`config.mk`:
```
export PLATFORM = sky130hd
export DESIGN_NAME = ipa_ctx_unpacker
export DESIGN_NICKNAME = d
export VERILOG_FILES = /design/src/rtl/ipa_ctx_pkg.sv /design/src/rtl/ipa_bit_gearbox.sv /design/src/rtl/ipa_ctx_unpacker.sv
export SDC_FILE = /design/constraint.sdc
export NUM_CORES = 1
export LEC_CHECK = 0
export ABC_AREA = 1
export CAP_MARGIN = 10
export CORE_MARGIN = 2
export CORE_UTILIZATION = 35
export DETAILED_ROUTE_END_ITERATION = 6
export PLACE_DENSITY_LB_ADDON = 0.05
export SYNTH_ARGS = -nofsm -noshare
export SYNTH_HDL_FRONTEND = slang
export SYNTH_SLANG_ARGS = --single-unit
```
`constraint.sdc`:
```
create_clock -name Clk -period 4.6 [get_ports Clk]
set_clock_uncertainty 0.05 [all_clocks]
set_input_delay 1.15 -clock Clk [delete_from_list [all_inputs] [get_ports Clk]]
set_output_delay 1.15 -clock Clk [all_outputs]
set_load 0.01 [all_outputs]
```
`src/rtl/ipa_ctx_pkg.sv`:
```
// Shared constants, address-field layout and word-type encoding for the
// CGRA context unpacker.
package ipa_ctx_pkg;

  localparam int INST_W      = 20;
  localparam int LANES       = 4;
  localparam int ROW_W       = LANES * INST_W;
  localparam int WORD_W      = 64;
  localparam int ACC_W       = 144;
  localparam int FILL_W      = 7;

  localparam int ADDR_W      = 23;
  localparam int MASK_LSB    = 0;
  localparam int MASK_W      = 16;
  localparam int TYPE_BIT    = 16;
  localparam int IDX_LSB     = 17;
  localparam int IDX_W       = 6;
  localparam int CONST_IDX_W = 4;
  localparam int ROW_ADDR_W  = 5;

  typedef enum logic {
    WORD_INST  = 1'b0,
    WORD_CONST = 1'b1
  } word_type_e;

  // Lanes that hold a complete instruction when `fill` bits are buffered.
  function automatic logic [LANES-1:0] lanes_from_fill(input logic [FILL_W-1:0] fill,
                                                       input int lane_w);
    lanes_from_fill = '0;
    for (int k = 0; k < LANES; k++) begin
      if (int'(fill) >= (k + 1) * lane_w) lanes_from_fill[k] = 1'b1;
    end
  endfunction

endpackage

```
`src/rtl/ipa_bit_gearbox.sv`:
```
// 64-bit to 80-bit gearbox: appends words LSB-first into a 144-bit
// accumulator, offers full or partial rows, and shifts leftovers down.
module ipa_bit_gearbox
  import ipa_ctx_pkg::*;
#(
  parameter int LANE_W = INST_W
) (
  input  logic              Clk,
  input  logic              Reset,
  input  logic              push_i,
  input  logic [WORD_W-1:0] word_i,
  input  logic              flush_i,
  output logic              emit_o,
  output logic [ROW_W-1:0]  row_o,
  output logic [LANES-1:0]  lanes_o
);

  logic [ACC_W-1:0]  acc_q, acc_d;
  logic [FILL_W-1:0] fill_q, fill_d;
  logic [ACC_W-1:0]  base_acc;
  logic [ACC_W-1:0]  appended;
  logic [7:0]        base_fill;
  logic [7:0]        sum;

  // A flush drains the old contents; a word pushed in the same cycle lands
  // in a fresh accumulator, so at most one row leaves per cycle.
  always_comb begin
    base_acc  = flush_i ? '0 : acc_q;
    base_fill = flush_i ? 8'd0 : {1'b0, fill_q};
    appended  = base_acc | ({{(ACC_W-WORD_W){1'b0}}, word_i} << base_fill);
    sum       = base_fill + 8'(WORD_W);
    acc_d     = acc_q;
    fill_d    = fill_q;
    emit_o    = 1'b0;
    row_o     = '0;
    lanes_o   = '0;
    if (flush_i) begin
      emit_o  = (fill_q >= FILL_W'(LANE_W));
      row_o   = acc_q[ROW_W-1:0];
      lanes_o = lanes_from_fill(fill_q, LANE_W);
      acc_d   = '0;
      fill_d  = '0;
    end
    if (push_i) begin
      if (!flush_i && (sum >= 8'(ROW_W))) begin
        emit_o  = 1'b1;
        row_o   = appended[ROW_W-1:0];
        lanes_o = '1;
        acc_d   = appended >> ROW_W;
        fill_d  = FILL_W'(sum - 8'(ROW_W));
      end else begin
        acc_d   = appended;
        fill_d  = sum[FILL_W-1:0];
      end
    end
  end

  always_ff @(posedge Clk or negedge Reset) begin
    if (!Reset) begin
      acc_q  <= '0;
      fill_q <= '0;
    end else begin
      acc_q  <= acc_d;
      fill_q <= fill_d;
    end
  end

endmodule

```
`src/rtl/ipa_ctx_unpacker.sv`:
```
// Context-load unpacker: routes DMA context words into per-tile instruction
// rows and constant writes, tracking the active tile and row overflow.
module ipa_ctx_unpacker
  import ipa_ctx_pkg::*;
#(
  parameter int NB_TILES  = 16,
  parameter int INST_W    = 20,
  parameter int ROW_DEPTH = 32
) (
  input  logic                   Clk,
  input  logic                   Reset,
  input  logic                   wr_en_i,
  input  logic [ADDR_W-1:0]      addr_i,
  input  logic [WORD_W-1:0]      data_i,
  input  logic                   flush_i,
  output logic [NB_TILES-1:0]    inst_we_o,
  output logic [ROW_ADDR_W-1:0]  inst_addr_o,
  output logic [ROW_W-1:0]       inst_data_o,
  output logic [LANES-1:0]       inst_lane_vld_o,
  output logic [NB_TILES-1:0]    const_we_o,
  output logic [CONST_IDX_W-1:0] const_addr_o,
  output logic [WORD_W-1:0]      const_data_o,
  output logic                   ovf_o,
  output logic                   exec_en_o
);

  localparam int RC_W = $clog2(ROW_DEPTH + 1);

  word_type_e          wtype;
  logic [NB_TILES-1:0] word_mask;
  logic                is_inst, is_const, push, tile_active, flush_evt;
  logic                g_emit, row_full, write_ok;
  logic [ROW_W-1:0]    g_row;
  logic [LANES-1:0]    g_lanes;
  logic                unused_idx_hi;

  logic [NB_TILES-1:0]    mask_q, mask_d;
  logic [RC_W-1:0]        row_q, row_d;
  logic                   ovf_q, ovf_d;
  logic                   exec_q, exec_d;
  logic [NB_TILES-1:0]    inst_we_q, inst_we_d;
  logic [ROW_ADDR_W-1:0]  inst_addr_q, inst_addr_d;
  logic [ROW_W-1:0]       inst_data_q, inst_data_d;
  logic [LANES-1:0]       inst_lane_q, inst_lane_d;
  logic [NB_TILES-1:0]    const_we_q, const_we_d;
  logic [CONST_IDX_W-1:0] const_addr_q, const_addr_d;
  logic [WORD_W-1:0]      const_data_q, const_data_d;

  assign wtype         = word_type_e'(addr_i[TYPE_BIT]);
  assign word_mask     = addr_i[MASK_LSB +: NB_TILES];
  assign unused_idx_hi = ^addr_i[ADDR_W-1:IDX_LSB+CONST_IDX_W];
  assign is_inst       = wr_en_i && (wtype == WORD_INST);
  assign is_const      = wr_en_i && (wtype == WORD_CONST);
  assign push          = is_inst;
  assign tile_active   = (mask_q != '0);

  // A tile ends on an explicit flush, a constant word, or a tile switch.
  assign flush_evt = flush_i
                  || (is_const && tile_active)
                  || (is_inst && tile_active && (word_mask != mask_q));

  ipa_bit_gearbox #(
    .LANE_W (INST_W)
  ) u_gearbox (
    .Clk     (Clk),
    .Reset   (Reset),
    .push_i  (push),
    .word_i  (data_i),
    .flush_i (flush_evt),
    .emit_o  (g_emit),
    .row_o   (g_row),
    .lanes_o (g_lanes)
  );

  assign row_full = (row_q == RC_W'(ROW_DEPTH));
  assign write_ok = g_emit && !row_full;

  always_comb begin
    mask_d       = mask_q;
    row_d        = row_q;
    ovf_d        = ovf_q || (g_emit && row_full);
    exec_d       = flush_i;
    inst_we_d    = '0;
    inst_addr_d  = inst_addr_q;
    inst_data_d  = inst_data_q;
    inst_lane_d  = '0;
    const_we_d   = '0;
    const_addr_d = const_addr_q;
    const_data_d = const_data_q;

    if (flush_evt) begin
      row_d  = '0;
      mask_d = '0;
    end else if (write_ok) begin
      row_d  = row_q + RC_W'(1);
    end
    if (push) mask_d = word_mask;

    // Rows on a flush carry the outgoing tile's mask, captured before update.
    if (write_ok) begin
      inst_we_d   = mask_q;
      inst_addr_d = row_q[ROW_ADDR_W-1:0];
      inst_data_d = g_row;
      inst_lane_d = g_lanes;
    end

    if (is_const) begin
      const_we_d   = word_mask;
      const_addr_d = addr_i[IDX_LSB +: CONST_IDX_W];
      const_data_d = data_i;
    end
  end

  always_ff @(posedge Clk or negedge Reset) begin
    if (!Reset) begin
      mask_q       <= '0;
      row_q        <= '0;
      ovf_q        <= 1'b0;
      exec_q       <= 1'b0;
      inst_we_q    <= '0;
      inst_addr_q  <= '0;
      inst_data_q  <= '0;
      inst_lane_q  <= '0;
      const_we_q   <= '0;
      const_addr_q <= '0;
      const_data_q <= '0;
    end else begin
      mask_q       <= mask_d;
      row_q        <= row_d;
      ovf_q        <= ovf_d;
      exec_q       <= exec_d;
      inst_we_q    <= inst_we_d;
      inst_addr_q  <= inst_addr_d;
      inst_data_q  <= inst_data_d;
      inst_lane_q  <= inst_lane_d;
      const_we_q   <= const_we_d;
      const_addr_q <= const_addr_d;
      const_data_q <= const_data_d;
    end
  end

  assign inst_we_o       = inst_we_q;
  assign inst_addr_o     = inst_addr_q;
  assign inst_data_o     = inst_data_q;
  assign inst_lane_vld_o = inst_lane_q;
  assign const_we_o      = const_we_q;
  assign const_addr_o    = const_addr_q;
  assign const_data_o    = const_data_q;
  assign ovf_o           = ovf_q;
  assign exec_en_o       = exec_q;

endmodule

```
# ---- After elaboration in Yosys (flattened, before gate mapping)
# Cells that the tools add are included.
dict set report op_classes {
  shifts 1
  reduce_logical 16
  mux 27
  bitwise_logic 2
  eq_ne 2
  order_cmp 6
  addsub 3
}
# op count
set op_table {}
lappend op_table {{$mux W144} 3}
lappend op_table {{$mux W80} 3}
lappend op_table {{$or A144 B144 Y144} 1}
lappend op_table {{$shl A64 B8 Y144} 1}
lappend op_table {{$mux W16} 4}
lappend op_table {{$mux W7} 4}
lappend op_table {{$mux W4} 4}
lappend op_table {{$ne A16 B16 Y1} 1}
lappend op_table {{$reduce_bool A16 Y1} 1}
lappend op_table {{$ge A7 B5 Y1 const B} 2}
lappend op_table {{$ge A7 B6 Y1 const B} 2}
lappend op_table {{$mux W6} 2}
lappend op_table {{$add A7 B7 Y8 const B} 1}
lappend op_table {{$ge A8 B7 Y1 const B} 1}
lappend op_table {{$logic_and A1 B1 Y1} 8}
lappend op_table {{$ge A7 B7 Y1 const B} 1}
lappend op_table {{$mux W1} 7}
lappend op_table {{$sub A7 B7 Y7 const B} 1}
lappend op_table {{$add A6 B1 Y6 const B} 1}
lappend op_table {{$eq A6 B6 Y1 const B} 1}
lappend op_table {{$reduce_bool A2 Y1} 2}
lappend op_table {{$logic_or A1 B1 Y1} 3}
lappend op_table {{$logic_not A1 Y1} 2}
lappend op_table {{$not A1 Y1} 1}
dict set report totals {
  ff_bits 364
  output_inout_bits 191
}

# ---- Depth between registers and ports, before layout
dict set report depth {
  depth_word 14
  depth_mapped 29
}

# ---- Cells and area by module
# Synthesis repeated with hierarchy kept, for this count alone.
dict set report hier_totals {
  cells_unflattened 3594
  area_unflattened_um2 23050.9
}
# mod instances cells_each area_each_um2 seq_area_each_um2
set by_module_without_submodules {}
lappend by_module_without_submodules {ipa_bit_gearbox 1 2645 14806.7 3778.6}
lappend by_module_without_submodules {ipa_ctx_unpacker 1 949 8244.2 5330.1}

# ---- Least setup slack after synthesis
# Ideal clock, no wire load.
dict set report synth_timing {
  path_type {input -> register}
  start {in addr_i[9]}
  end {reg row_q[5]}
  setup_slack_ns 0.535
  setup_time_ns 0.077
  stages 29
  arrival_time_ns 3.937
  path_cell_list {inv_1 > nand2_1 > nand2_1 > nor2_1 > nand2_1 > nor2_1 > nand2_1 > nand2_1 > nand2_2 > buf_6 > nor2_2 > inv_2 > buf_2 > buf_1 > ha_1 > ha_1 > nand2_1 > nand2_2 > nor2_4 > inv_2 > nand2_1 > nand2_2 > nor2_2 > nand3_1 > nor2_1 > inv_1 > nor2_1 > o21ai_1 > a21oi_1}
}
dict set report synth_between {
  elab_chain_cells 11
  word_cells_on_any_way 14
}
# item line_no
set synth_lines {}
lappend synth_lines {{start: declaration} ipa_ctx_unpacker.sv:13} ;# input logic [ADDR_W-1:0] addr_i,
lappend synth_lines {{$ne A16 B16 Y1 (*)} ipa_ctx_unpacker.sv:60} ;# || (is_inst && tile_active && (word_mask != mask_q));
lappend synth_lines {{$logic_and A1 B1 Y1 (*)} ipa_ctx_unpacker.sv:60}
lappend synth_lines {{$logic_or A1 B1 Y1 (*)} ipa_ctx_unpacker.sv:60}
lappend synth_lines {{$mux W7} ipa_bit_gearbox.sv:29} ;# base_fill = flush_i ? 8'd0 : {1'b0, fill_q};
lappend synth_lines {{$add A7 B7 Y8} ipa_bit_gearbox.sv:31} ;# sum = base_fill + 8'(WORD_W);
lappend synth_lines {{$ge A8 B7 Y1} ipa_bit_gearbox.sv:45} ;# if (!flush_i && (sum >= 8'(ROW_W))) begin
lappend synth_lines {{$logic_and A1 B1 Y1} ipa_bit_gearbox.sv:45}
lappend synth_lines {{$mux W1} ipa_bit_gearbox.sv:45}
lappend synth_lines {{$mux W1} ipa_bit_gearbox.sv:44} ;# if (push_i) begin
lappend synth_lines {{$logic_and A1 B1 Y1} ipa_ctx_unpacker.sv:76} ;# assign write_ok = g_emit && !row_full;
lappend synth_lines {{$reduce_bool A2 Y1 (no source line)} --}
lappend synth_lines {{end signal: assignment} ipa_ctx_unpacker.sv:129} ;# row_q <= row_d;
lappend synth_lines {{end: declaration} ipa_ctx_unpacker.sv:38} ;# logic [RC_W-1:0] row_q, row_d;
# Every way passes the cells marked *; elsewhere a longest branch is shown, timed or not.
# A chain may end at the register's enable or synchronous reset.

# ---- Worst setup path after layout
dict set report layout_timing {
  start {in addr_i[9]}
  end {reg u_gearbox.acc_q[98]}
}
dict set report layout_between {
  elab_chain_cells 9
  word_cells_on_any_way 13
}
# item line_no
set layout_lines {}
lappend layout_lines {{$ne A16 B16 Y1 (*)} ipa_ctx_unpacker.sv:60}
lappend layout_lines {{$logic_and A1 B1 Y1 (*)} ipa_ctx_unpacker.sv:60}
lappend layout_lines {{$logic_or A1 B1 Y1 (*)} ipa_ctx_unpacker.sv:60}
lappend layout_lines {{$mux W7} ipa_bit_gearbox.sv:29}
lappend layout_lines {{$add A7 B7 Y8} ipa_bit_gearbox.sv:31}
lappend layout_lines {{$ge A8 B7 Y1} ipa_bit_gearbox.sv:45}
lappend layout_lines {{$logic_and A1 B1 Y1} ipa_bit_gearbox.sv:45}
lappend layout_lines {{$mux W144} ipa_bit_gearbox.sv:45}
lappend layout_lines {{$mux W144 (*)} ipa_bit_gearbox.sv:44}
lappend layout_lines {{net u_gearbox.acc_d[98]} ipa_bit_gearbox.sv:18} ;# logic [ACC_W-1:0] acc_q, acc_d;
lappend layout_lines {{end signal: assignment} ipa_bit_gearbox.sv:60} ;# acc_q <= '0;
lappend layout_lines {{end signal: assignment} ipa_bit_gearbox.sv:63} ;# acc_q <= acc_d;
lappend layout_lines {{end: declaration} ipa_bit_gearbox.sv:18}
# Mark *: on every way through the listed nets, which the timed path passes. The rest lies on a longest branch.

==> run_results.csv <==
group,metric,value,unit
placed_design,buffer_ports.inserted,279,
route,detail_route.wl_per_cell,23.52,um
worst_setup_path,path_max_fanout,22,
route,drt-pass1-iter-count,6,
grt,grt_pass1_vias,23467,
clock_tree,cts_tree,"done",
clock_tree,clock-sinks,364,
synthesis,yosys.cell_types.count,33,
layout,finish.net_count,3655,
synthesis,ys_seq_elements,364,
power,powerDensity,329.1,mW/mm^2
route,antenna_violating_nets_post_route,0,
placed_design,placedCellCount,4351,
worst_setup_path,required,4.99,ns
layout,areaGrowthSynthToFinish,30.25,%
layout,top_library_cells_by_usage_in_the_layout_fill_and_taps_aside,"sky130_fd_sc_hd__nand2_1 (1051), sky130_fd_sc_hd__nand3_1 (787), sky130_fd_sc_hd__dfrtp_1 (363)",
synthesis,synthesis.area,0.02188,mm^2
floorplan,ios,282,
layout,layout-drive-gt1-share,10.47,%
clock_tree,clock_insertion_delay_worst_skew,0.61,ns
sta,timing.final.max_slew_violations,0,
grt,grt_overflow,0,
placed_design,globalplace.congestion,1.006,
layout,antenna_cells_inserted,0,
floorplan,floorplan.die_area,0.06453,mm^2
route,detail_route.vias_per_cell,5.548,
route,num_vias,24567,
hold_path,worst_hold_path_type,"flip-flop to flip-flop",
synthesis,yosys_warnings,0,
grt,grt_antenna_before_repair,5,
sta,relSlewSlack,37.45,%
synthesis,syn_area_per_cell,6.831,um^2
clock_tree,clkTransAtPathRegs,0.06,ns
sta,post-route-period-util,90.25,%
floorplan,core,0.06171,mm^2
placed_design,dpl.hpwl,76710,um
grt,grt.total_usage,32.27,%
layout,instances_no_fill,4428,
clock_tree,htree_levels,2,
sta,achievable-frequency,240.9,MHz
power,max-vdd-ir-drop,0.0002776,V
floorplan,start_util,35.46,%
floorplan,die-height,254.0,um
synthesis,seq_area_frac_synth,41.63,%
clock_tree,cts_root_buffer,"sky130_fd_sc_hd__clkbuf_16",
worst_setup_path,endpoint_kind,"flip-flop",
run_status,run_status,"finished, final reports clean",
clock_tree,max-clock-path-buffers,3,
sta,worst_slew_pin_slew,0.9383,ns
power,leakagePower,13.48,nW
synthesis,post_synth_inst_count,3203,
clock_tree,postCtsSetupBuffers,0,
worst_setup_path,worst_ep_arrival_time,4.54,ns
layout,final_common_cell,"sky130_fd_sc_hd__nand2_1",
worst_setup_path,worstSetupPathType,"input pin to flip-flop",
grt,grt_first_pass_wirelength,154800,um
route,final_wl,104200,um
route,detail_route.iter0.violations,2751,
synthesis,syn_nets,3299,
sta,fin_tns_setup,0,ns
grt,grt_max_degree,149,
layout,num-fill-cells,6395,
clock_tree,holdBufCountCts,0,
route,number_of_remaining_drc_errors,0,
floorplan,fp-row-count,91,
clock_tree,cts_made_buffers,43,
run,max-cap-violations,0,
floorplan,die_x,254.0,um
worst_setup_path,timing.critical_path.from_type,"input pin",
sta,rsz0062_at_grt,"no",
sta,setup_viol_count_final,0,
sta,period_minus_slack,4.152,ns
clock_tree,cts_resized,0,
sta,finalHoldViolations,0,
==> flip-flops by register name (all words and copies together) (netlist names) <==
register,cells
const_we_o,16
row_q,6
const_addr_o,4
inst_addr_o,5
inst_data_o,80
u_gearbox.acc_q,144
mask_q,16
u_gearbox.fill_q,7
inst_we_o,16
exec_en_o,1
ovf_o,1
inst_lane_vld_o,4
const_data_o,64
==> final timing paths <==
path	from	end	slack [ns]	cells after the start
min in group asynchronous	Reset	const_addr_o[0]	0.47	1
min	const_data_o[1]	const_data_o[1]	0.43	2
max in group asynchronous	Reset	u_gearbox.acc_q[23]	2.98	2
min reg2reg	const_data_o[1]	const_data_o[1]	0.43	2
max reg2reg	mask_q[8]	u_gearbox.acc_q[98]	1.04	17
max	addr_i[9]	u_gearbox.acc_q[98]	0.45	23
==> where the power goes <==
group          internal [mW]  switching, mW
clock                   1.99           1.49
sequential              3.54          0.221
combinational          0.935           1.21
==> layer usage <==
| metal | up-vias | wire length, um | global-route usage [%] | share of wire, % |
|---|---|---|---|---|
| met1 | 11958 | 45710 | 44.29 | 44 |
| met2 | 955 | 48020 | 52.04 | 46 |
| met5 | - | 31 | 0 | 0.030 |
| met3 | 155 | 6273 | 4.025 | 6.0 |
| li1 | 11493 | - | - | - |
| met4 | 6 | 4133 | 11.88 | 4.0 |
==> kinds of logic after synthesis <==
group,after synthesis,synth area share [%]
simple gates,2120,42.39
compound gates,375,9.155
flops,364,41.63
fa+ha+maj,5,0.2859
buf+inv,339,6.542
==> cell type report <==
| class | count | area [um^2] | share of cell area, % |
|---|---|---|---|
| tap | 837 | 1047 | 3.675 |
| multi-input combinational | 2500 | 11380 | 39.92 |
| clock inverter | 16 | 202.7 | 0.7112 |
| inverter | 108 | 407.9 | 1.431 |
| timing repair buffer | 542 | 5160 | 18.11 |
| clock buffer | 61 | 1194 | 4.188 |
| sequential | 364 | 9110 | 31.97 |
==> worst max-delay path: stages <==
cell and delay [ns]:
sky130_fd_sc_hd__clkdlybuf4s50_1 0.50, sky130_fd_sc_hd__inv_1 0.08, sky130_fd_sc_hd__nand2_1 0.07, sky130_fd_sc_hd__nand2_1 0.06
sky130_fd_sc_hd__nor2_1 0.13, sky130_fd_sc_hd__nand2_1 0.09, sky130_fd_sc_hd__nor2_1 0.10, sky130_fd_sc_hd__nand2_1 0.07
sky130_fd_sc_hd__nand2_2 0.13, sky130_fd_sc_hd__buf_4 0.16, sky130_fd_sc_hd__nand3_4 0.08, sky130_fd_sc_hd__inv_2 0.08
sky130_fd_sc_hd__buf_12 0.16, sky130_fd_sc_hd__buf_12 0.16, sky130_fd_sc_hd__nand3_1 0.12, sky130_fd_sc_hd__nand3_1 0.19
sky130_fd_sc_hd__nand3_1 0.13, sky130_fd_sc_hd__nand3_1 0.26, sky130_fd_sc_hd__nand3_1 0.16, sky130_fd_sc_hd__nand3_1 0.23
sky130_fd_sc_hd__nand3_1 0.22, sky130_fd_sc_hd__nand2_1 0.10, sky130_fd_sc_hd__o21ai_0 0.08
==> cells in the mapped netlist <==
master                        n  area (um^2)
sky130_fd_sc_hd__nand2_1   1053         3953
sky130_fd_sc_hd__nand3_1    787         3939
sky130_fd_sc_hd__dfrtp_1    364         9109
sky130_fd_sc_hd__a21oi_1    174        870.8
sky130_fd_sc_hd__nor2_1     169        634.4
sky130_fd_sc_hd__clkbuf_1   111        416.7
sky130_fd_sc_hd__o21ai_0    100        500.5
sky130_fd_sc_hd__nand4_1     90        563.0
sky130_fd_sc_hd__inv_1       80        300.3
sky130_fd_sc_hd__buf_2       56        280.3
sky130_fd_sc_hd__buf_1       48        180.2
sky130_fd_sc_hd__o21ai_1     41        205.2
sky130_fd_sc_hd__inv_2       25        93.84
sky130_fd_sc_hd__o22ai_1     21        131.4
sky130_fd_sc_hd__a22oi_1     19        142.6
sky130_fd_sc_hd__buf_4        9        67.56
sky130_fd_sc_hd__o211ai_1     8        60.06
sky130_fd_sc_hd__buf_6        7        78.83
sky130_fd_sc_hd__ha_1         5        62.56
sky130_fd_sc_hd__nor2_4       5        56.30
sky130_fd_sc_hd__nor3_1       5        25.02
sky130_fd_sc_hd__o21bai_1     5        37.54
sky130_fd_sc_hd__nand2_2      4        25.02
sky130_fd_sc_hd__nor2_2       3        18.77
sky130_fd_sc_hd__a211oi_1     2        15.01
sky130_fd_sc_hd__a21oi_2      2        17.52
sky130_fd_sc_hd__clkinv_1     2        7.510
sky130_fd_sc_hd__nand3_4      2        35.03
sky130_fd_sc_hd__o21a_1       2        15.01
sky130_fd_sc_hd__and2_1       1        6.260
sky130_fd_sc_hd__inv_4        1        6.260
sky130_fd_sc_hd__nor2_8       1        20.02
sky130_fd_sc_hd__o31ai_1      1        7.510
==> through the flow <==
stage	util (%)	hold slack (ns)	setup WS [ns]	area (um^2)	power, mW
after floorplan	-	0.3908	0.5354	21880	4.675
after global placement	43.92	0.4066	-0.05633	27100	5.942
after detailed placement	43.92	0.4120	-0.08775	27100	5.961
after CTS	46.18	0.4307	0.5162	28500	9.473
after global routing	46.18	0.4434	0.1794	28500	9.781
final	46.18	0.4268	0.4484	28500	9.381
No activity file was read; power rests on OpenSTA's default activity.
